### src/rtl/spad_read_sequencer.sv
// spad_read_sequencer: streams (filter, ifmap) operand pairs from PE scratchpads to the MAC
// with credit-gated reads and a 2-entry skid FIFO that absorbs the 1-cycle spad latency.
module spad_read_sequencer #(
  parameter int DATA_W = 8,
  parameter int FILT_LEN = 3,
  parameter int NUM_OUT = 5,
  parameter int STRIDE = 1,
  parameter int IF_DEPTH = 8,
  localparam int FA_W = FILT_LEN > 1 ? $clog2(FILT_LEN) : 1,
  localparam int IA_W = IF_DEPTH > 1 ? $clog2(IF_DEPTH) : 1
) (
  input  logic              clk,
  input  logic              rstn,
  input  logic              start,
  input  logic              filt_loaded,
  input  logic [IA_W:0]     if_wr_count,
  output logic              rd_en,
  output logic [FA_W-1:0]   filt_raddr,
  output logic [IA_W-1:0]   if_raddr,
  input  logic [DATA_W-1:0] filt_rdata,
  input  logic [DATA_W-1:0] if_rdata,
  output logic              out_valid,
  input  logic              out_ready,
  output logic [DATA_W-1:0] out_filt,
  output logic [DATA_W-1:0] out_ifmap,
  output logic              out_last_k,
  output logic              out_last,
  output logic              busy,
  output logic              done
);
  localparam int OW = NUM_OUT > 1 ? $clog2(NUM_OUT) : 1;
  localparam int IW = IA_W + 1;
  typedef enum logic [1:0] {IDLE, RUN, DRAIN} state_t;
  state_t state;
  logic [FA_W-1:0] k;
  logic [OW-1:0] o;
  logic [IW-1:0] idx;
  logic inflight, p_last_k, p_last, last_k, last_o, pop, wp, rp;
  logic [1:0] cnt;
  logic [2*DATA_W+1:0] mem [2];
  assign idx = IW'(o) * IW'(STRIDE) + IW'(k);
  assign last_k = k == FA_W'(FILT_LEN - 1);
  assign last_o = o == OW'(NUM_OUT - 1);
  assign out_valid = cnt != 2'd0;
  assign pop = out_valid && out_ready;
  // A pop this cycle frees a slot in time for the data this read returns next cycle.
  assign rd_en = state == RUN && idx < if_wr_count && 3'(cnt) + 3'(inflight) <= 3'd1 + 3'(pop);
  assign filt_raddr = k;
  assign if_raddr = idx[IA_W-1:0];
  assign {out_filt, out_ifmap, out_last_k, out_last} = mem[rp];
  assign busy = state != IDLE;
  always_ff @(posedge clk) begin
    if (!rstn) begin
      state <= IDLE;
      k <= '0;
      o <= '0;
      inflight <= 1'b0;
      p_last_k <= 1'b0;
      p_last <= 1'b0;
      wp <= 1'b0;
      rp <= 1'b0;
      cnt <= 2'd0;
      done <= 1'b0;
      mem[0] <= '0;
      mem[1] <= '0;
    end else begin
      done <= 1'b0;
      inflight <= rd_en;
      p_last_k <= last_k;
      p_last <= last_k && last_o;
      if (inflight) begin
        mem[wp] <= {filt_rdata, if_rdata, p_last_k, p_last};
        wp <= ~wp;
      end
      if (pop) rp <= ~rp;
      cnt <= cnt + 2'(inflight) - 2'(pop);
      if (state == IDLE && start && filt_loaded) state <= RUN;
      if (rd_en) begin
        k <= last_k ? '0 : k + FA_W'(1);
        if (last_k) o <= last_o ? '0 : o + OW'(1);
        if (last_k && last_o) state <= DRAIN;
      end
      if (state == DRAIN && cnt == 2'd0 && !inflight) begin
        state <= IDLE;
        done <= 1'b1;
      end
    end
  end
endmodule

### config.mk
export PLATFORM = sky130hd
export DESIGN_NAME = spad_read_sequencer
export DESIGN_NICKNAME = d
export VERILOG_FILES = /design/src/rtl/spad_read_sequencer.sv
export SDC_FILE = /design/constraint.sdc
export NUM_CORES = 1
export LEC_CHECK = 0
export ABC_AREA = 1
export CAP_MARGIN = 10
export CORE_MARGIN = 5
export CORE_UTILIZATION = 51
export CTS_BUF_LIST = sky130_fd_sc_hd__clkbuf_16
export DETAILED_ROUTE_END_ITERATION = 7
export GPL_ROUTABILITY_DRIVEN = 0
export HOLD_SLACK_MARGIN = 0.08
export PLACE_DENSITY = 0.9
export SLEW_MARGIN = 20
export SYNTH_ARGS = -nofsm -noshare
export SYNTH_HDL_FRONTEND = slang
export SYNTH_SLANG_ARGS = --single-unit
export TNS_END_PERCENT = 20
### constraint.sdc
create_clock -name clk -period 2.73 [get_ports clk]
set_input_delay 0.6825 -clock clk [delete_from_list [all_inputs] [get_ports clk]]
set_output_delay 0.6825 -clock clk [all_outputs]
set_load 0.01 [all_outputs]
==> results of run 1 <==
[how the worst min path moves through the flow]
| stage | from | to | slack (ns) | cells past startpoint |
|---|---|---|---|---|
| 2_1_floorplan | rp$_SDFFE_PN0P_ | flop | 0.43 | 1 |
| 3_3_place_gp | rp$_SDFFE_PN0P_ | rp$_SDFFE_PN0P_ | 0.44 | 1 |
| 3_5_place_dp | rp$_SDFFE_PN0P_ | rp$_SDFFE_PN0P_ | 0.44 | 1 |
| 4_1_cts | rp$_SDFFE_PN0P_ | flop | 0.47 | 1 |
| 5_1_grt | rp$_SDFFE_PN0P_ | rp$_SDFFE_PN0P_ | 0.51 | 1 |
| 6_report | rp$_SDFFE_PN0P_ | flop | 0.48 | 1 |
[synthesized netlist by cell type]
library cell / number / area [um^2]
nor2_1: 55 / 206
inv_1: 47 / 176
edfxtp_1: 36 / 1080
nand2_1: 27 / 101
mux2_2: 18 / 203
dfxtp_1: 16 / 320
ha_1: 13 / 163
a21oi_1: 7 / 35.0
nand4_1: 5 / 31.3
buf_2: 4 / 20.0
o21ai_0: 4 / 20.0
fa_1: 2 / 40.0
inv_2: 2 / 7.51
nand3_1: 2 / 10.0
nand3_2: 2 / 20.0
nor2_2: 2 / 12.5
xor2_1: 2 / 17.5
buf_4: 1 / 7.51
clkbuf_1: 1 / 3.75
nand2_2: 1 / 6.26
nand2_4: 1 / 11.3
nand3_4: 1 / 17.5
nor2_4: 1 / 11.3
nor3_1: 1 / 5.00
nor3_2: 1 / 10.0
[timing repair]
| action | CTS | global route |
|---|---|---|
| setup endpoints to repair | 2 | 2 |
| pin swaps | 9 | 14 |
| gates resized for setup | 17 | 15 |
| setup buffers | 2 | 2 |
[power by group through the flow]
stage | clock (mW) | sequential (mW) | combinational [mW]
finish | 0.717 | 0.947 | 0.875
global route | 0.774 | 0.953 | 0.958
CTS | 0.728 | 0.938 | 0.815
detailed placement | 0 | 0.951 | 0.768
global placement | 0 | 0.947 | 0.745
floorplan | 0 | 0.955 | 0.404
[metrics by stage]
step / power, mW / utilization / area, um^2
floorplan: 1.36 / - / 2540
global placement: 1.69 / 0.681 / 3260
detailed placement: 1.72 / 0.681 / 3260
CTS: 2.48 / 0.726 / 3470
global route: 2.68 / 0.738 / 3530
finish: 2.54 / 0.738 / 3530
[final cells by class]
cell class / count / area (um^2)
inverter: 49 / 184
multi-input combinational: 145 / 993
clock buffer: 5 / 125
tap: 67 / 83.8
fill: 331 / 1250
clock inverter: 3 / 46.3
sequential: 52 / 1410
timing repair buffer: 76 / 692
[per-layer routing]
metal  wire [um]  up-vias
li1            -      952
met1        2090      860
met2        2610       47
met3         304        4
met4          32        0
met5           0        -
[cell families after synthesis]
family          count (synthesis)
mux                            18
fa+ha+maj                      15
flops                          52
xor+xnor                        2
simple gates                   99
buf+inv                        55
compound gates                 11
[sequential cells by signal (all words and copies together), names as in the netlist, named ones only]
register    cells
mem            36
o               3
cnt             2
filt_raddr      2
state           2
done            1
inflight        1
p_last          1
p_last_k        1
rp              1
wp              1
[worst max-delay path, stage by stage, from the launching register on]
cell,delay [ns]
dfxtp_2,0.34
ha_4,0.16
fa_2,0.35
xor2_2,0.17
ha_2,0.32
nand2_2,0.04
inv_2,0.06
nand2_4,0.06
nand3_4,0.06
inv_2,0.04
buf_6,0.11
==> results_dict.tcl, run 1 <==
set metrics [dict create \
    synth_top_family_by_area "simple AND/OR/NAND/NOR gates" \
    track_usage 0.163 \
    cts_tree "done" \
    worstSkewPairLatency_ns 0.29 \
    port_buffers 51 \
    cts_made_buffers 5 \
    wl_mm 5.04 \
    layout_commonest_cell "nor2_1" \
    die_h_um 80.5 \
    hp-class "flop to flop" \
    use_met3 0.0437 \
    rsz0062_at_grt "true" \
    r2r_start "filt_raddr[0]$_SDFFE_PN0P_" \
    grtUsageMet1 0.181 \
    ios 52 \
    vias 1863 \
    cp_max_fo 3 \
    p_seq_frac 0.373 \
    critical_path.endpoint "rd_en" \
    p_per_area_nw_per_um2 719 \
    drc 0 \
    start_util 0.530 \
    ys_warn_count 0 \
    synth_compound_area_frac 0.0217 \
    p_comb_frac 0.345 \
    p_int_mw 1.82 \
    drtIter0Drc 79 \
    r2r_slack_ns 0.67 \
    synthSimpleGateAreaFrac 0.175 \
    diodes 0 \
    cts_root_buf "clkbuf_16" \
    yosys_register_bits 52 \
    netlist_instances 252 \
    firstDrtPassIters 4 \
    rows 25 \
    switching_share 0.284 \
    mostFrequentLayoutCells "nor2_1 (53), clkdlybuf4s50_1 (48), inv_1 (44), edfxtp_1 (36), buf_4 (26)" \
    drive_gt1_frac 0.258 \
    place_inst 385 \
    timing.hold.ws_ns 0.485 \
    cap_violations 0 \
    r2r_end "filt_raddr[1]$_SDFFE_PN0P_" \
    busiest_layer "met2" \
    final_nets 369 \
    setup_violations 0 \
    wire_per_inst_um 12.7 \
    crit_start "filt_raddr[0]$_SDFFE_PN0P_" \
    p_sw_mw 0.722 \
    cts.sinks 52 \
    post-place-ws_ns -0.672 \
    irDropWorstVdd_uv 590 \
    grt_max_degree 20 \
    synth.distinct_cells 25 \
    area_growth_pct 39.2 \
    p_leak_nw 1.58 \
    syn_area_um2 2540 \
    viasPerCell 4.69 \
    first_global_vias 1811 \
    crit_type "flop to primary output" \
    dp_hpwl_mm 3.55 \
    dieArea_um2 6490 \
    report.final.slew_viol_count 0 \
    cts_max_level 2 \
    ff2ff_path_depth 11 \
    fin_crit_ns 2.68 \
    synth_xor_area_frac 0.00690 \
    drtAntennaViolNets 0 \
    synth.avg_cell_area_um2 10.1 \
    pwr-share-clk 0.282 \
    status "completed" \
    fin_skew_ns 0.00564 \
    antenna_found_initial 0 \
    grt_pass1_wl_mm 8.00 \
    fin_ws_ns 0.0473 \
    synthAdderAreaFrac 0.0799 \
    finalSetupTns_ns 0 \
    tightest_slew_ns 0.350 \
    post-route-period-util 0.983 \
    max_freq_mhz 373 \
    finalHoldViolations 0 \
    clk_path_buf_depth 2 \
    fin_cells 397 \
    yosysSeqAreaShare 0.552 \
    overflow 0 \
    required_ns 2.05 \
    slew_headroom 0.766 \
    design.core.area_um2 4790 \
    clk_pin_slew_ns 0.07 \
    synthMuxAreaShare 0.0799 \
    crit_arrival_ns 2.00 \
    met2_usage 0.296 \
    synth_nets 292 \
    critPathLaunchType "flop" \
    end_kind "primary output" \
    cts_hold_buf 0 \
    fp.dieW_um 80.5 \
]
Note: power is estimated with default switching activity, not from simulation.
==> inputs of run 2 (changes only) <==
--- a/config.mk
+++ b/config.mk
@@ -7,9 +7,9 @@
 export LEC_CHECK = 0
 export ABC_AREA = 1
 export CAP_MARGIN = 10
-export CORE_MARGIN = 5
 export CORE_UTILIZATION = 51
 export CTS_BUF_LIST = sky130_fd_sc_hd__clkbuf_16
+export CTS_CLUSTER_DIAMETER = 80
 export DETAILED_ROUTE_END_ITERATION = 7
 export GPL_ROUTABILITY_DRIVEN = 0
 export HOLD_SLACK_MARGIN = 0.08
==> run 2 against run 1 <==
Compared with the run above: the run now ends with setup timing left; hold slack got worse by 0.030 ns; clock-buffer cell count is the same; via count increased by 7.9%; core utilization increased by 3.1 points; cell count up 4.3%; sequential share of layout area fell by 1.4 points; critical path depth grew 2; total power up 7.3%; non-clock buffer count grew 17; fmax decreased by 1.9%; design area is 3.5% higher; sequential cell count did not move; largest cell class unchanged; highest routed layer unchanged.
==> results_dict.tcl, run 2 (synthesis results as in run 1) <==
set metrics [dict create \
    grt_max_degree 20 \
    clk_pin_slew_ns 0.06 \
    cap_violations 0 \
    p_leak_nw 1.66 \
    grt_pass1_wl_mm 8.50 \
    report.final.slew_viol_count 0 \
    required_ns 2.05 \
    rsz0062_at_grt "true" \
    slew_headroom 0.775 \
    place_area_um2 3270 \
    path_cells "nor2_4 -> inv_2 -> nand2_2 -> inv_2 -> fa_1 -> nor2_2 -> nand2_2 -> nand2_2 -> nand2_4 -> nand3_4 -> inv_4 -> buf_6" \
    ios 52 \
    r2r_end "o[0]$_SDFFE_PN0P_" \
    wl_mm 5.46 \
    crit_type "flop to primary output" \
    setup_violations 1 \
    cp.depth 12 \
    min-delay-start "rp$_SDFFE_PN0P_" \
    status "finished with violations" \
    port_buffers 51 \
    timing.hold.ws_ns 0.455 \
    cts_max_level 2 \
    wire_per_inst_um 13.2 \
    overflow 0 \
    vias 2010 \
    cts.sinks 52 \
    fin_ws_ns -0.00377 \
    fin_area_um2 3660 \
    die_h_um 72.5 \
    end_kind "primary output" \
    tightest_slew_ns 0.336 \
    fin_util 0.769 \
    cts_tree "done" \
    irDropWorstVdd_uv 665 \
    cts_root_buf "clkbuf_16" \
    design.core.area_um2 4750 \
    crit_family "simple AND/OR/NAND/NOR gates" \
    cp_max_fo 2 \
    mostFrequentLayoutCells "nor2_1 (53), clkdlybuf4s50_1 (48), inv_1 (43), buf_4 (41), edfxtp_1 (36)" \
    reg_top3 "mem x36, o x3" \
    critPathMaxStageDelay_ns 0.51 \
    cts_hold_buf 0 \
    cts_made_buffers 5 \
    hp-class "flop to flop" \
    max_freq_mhz 366 \
    drtAntennaViolNets 0 \
    fp.dieW_um 72.5 \
    critPathLaunchType "flop" \
    clk_path_buf_depth 2 \
    layout_commonest_cell "nor2_1" \
    crit_start "cnt[0]$_SDFF_PN0_" \
    drc 0 \
    drtIter0Drc 133 \
    antenna_found_initial 0 \
    fin_skew_ns 0.00155 \
    r2r_start "cnt[0]$_SDFF_PN0_" \
    drive_gt1_frac 0.294 \
    violations "setup timing" \
    crit_top_cell "nand2_2" \
    diodes 0 \
    critical_path.endpoint "rd_en" \
    slowest_stage "fa_1" \
    first_global_vias 1994 \
    p_per_area_nw_per_um2 745 \
    rows 25 \
    largest_reg_flops 36 \
    track_usage 0.215 \
    crit_arrival_ns 2.05 \
    dp_hpwl_mm 3.49 \
    ff2ff_path_depth 20 \
    dieArea_um2 5260 \
    firstDrtPassIters 4 \
    final_nets 386 \
    finalHoldViolations 0 \
    area_growth_pct 44.1 \
    worstSkewPairLatency_ns 0.28 \
    r2r_slack_ns 0.01 \
    start_util 0.534 \
    viasPerCell 4.86 \
    path_buf_inv 4 \
    fin_crit_ns 2.73 \
    post-route-period-util 1.00 \
    largest-register "mem" \
]
-- run 2: worst register-to-register path: cells and delay by family (launching register included) --
family,cells,cell delay [ns]
simple gates,10,0.84
flops,1,0.34
fa+ha+maj,1,0.51
buf+inv,9,0.92
-- run 2: stage by stage --
| stage | setup slack (ns) | setup TNS [ns] | power, mW | std cells |
|---|---|---|---|---|
| finish | -0.00377 | -0.00377 | 2.73 | 414 |
| global route | -0.0916 | -0.262 | 2.85 | 414 |
| CTS | -0.0197 | -0.0197 | 2.55 | 411 |
| detailed placement | -0.670 | -0.670 | 1.72 | 386 |
| global placement | -0.599 | -0.599 | 1.69 | 386 |
| floorplan | 0.195 | 0 | 1.36 | 252 |
-- run 2: how the worst min path moves through the flow --
stage / to / slack [ns] / depth (start not counted)
floorplan: flop / 0.43 / 1
global placement: rp$_SDFFE_PN0P_ / 0.44 / 1
detailed placement: rp$_SDFFE_PN0P_ / 0.44 / 1
CTS: rp$_SDFFE_PN0P_ / 0.46 / 1
global route: rp$_SDFFE_PN0P_ / 0.49 / 1
finish: rp$_SDFFE_PN0P_ / 0.45 / 1
-- run 2: routing by layer --
metal  GRT usage  wire, um  vias up
li1            -         -      987
met1       0.236      2180      937
met2       0.390      2800       66
met3      0.0361       269       20
met4       0.124       204        0
met5           0         0        -
-- run 2: what timing repair did --
| item | CTS | global route |
|---|---|---|
| resized for setup | 20 | 18 |
| pin swaps | 12 | 11 |
| setup buffers | 17 | 3 |
| gates cloned | 0 | 0 |
| endpoints found under the setup margin | 2 | 4 |
-- run 2: power by group --
group | total, mW | leakage (nW) | switching, mW | internal, mW
clock network | 0.594 | 0.0736 | 0.257 | 0.337
registers | 0.952 | 0.504 | 0.0402 | 0.912
logic | 1.18 | 1.09 | 0.503 | 0.676
-- run 2: area by class of cell --
cell class                 count  area, um^2
fill                         331        1100
clock inverter                 3        18.8
inverter                      49         186
tap                           67        83.8
timing repair buffer          93         827
multi-input combinational    145        1010
sequential                    52        1410
clock buffer                   5         125
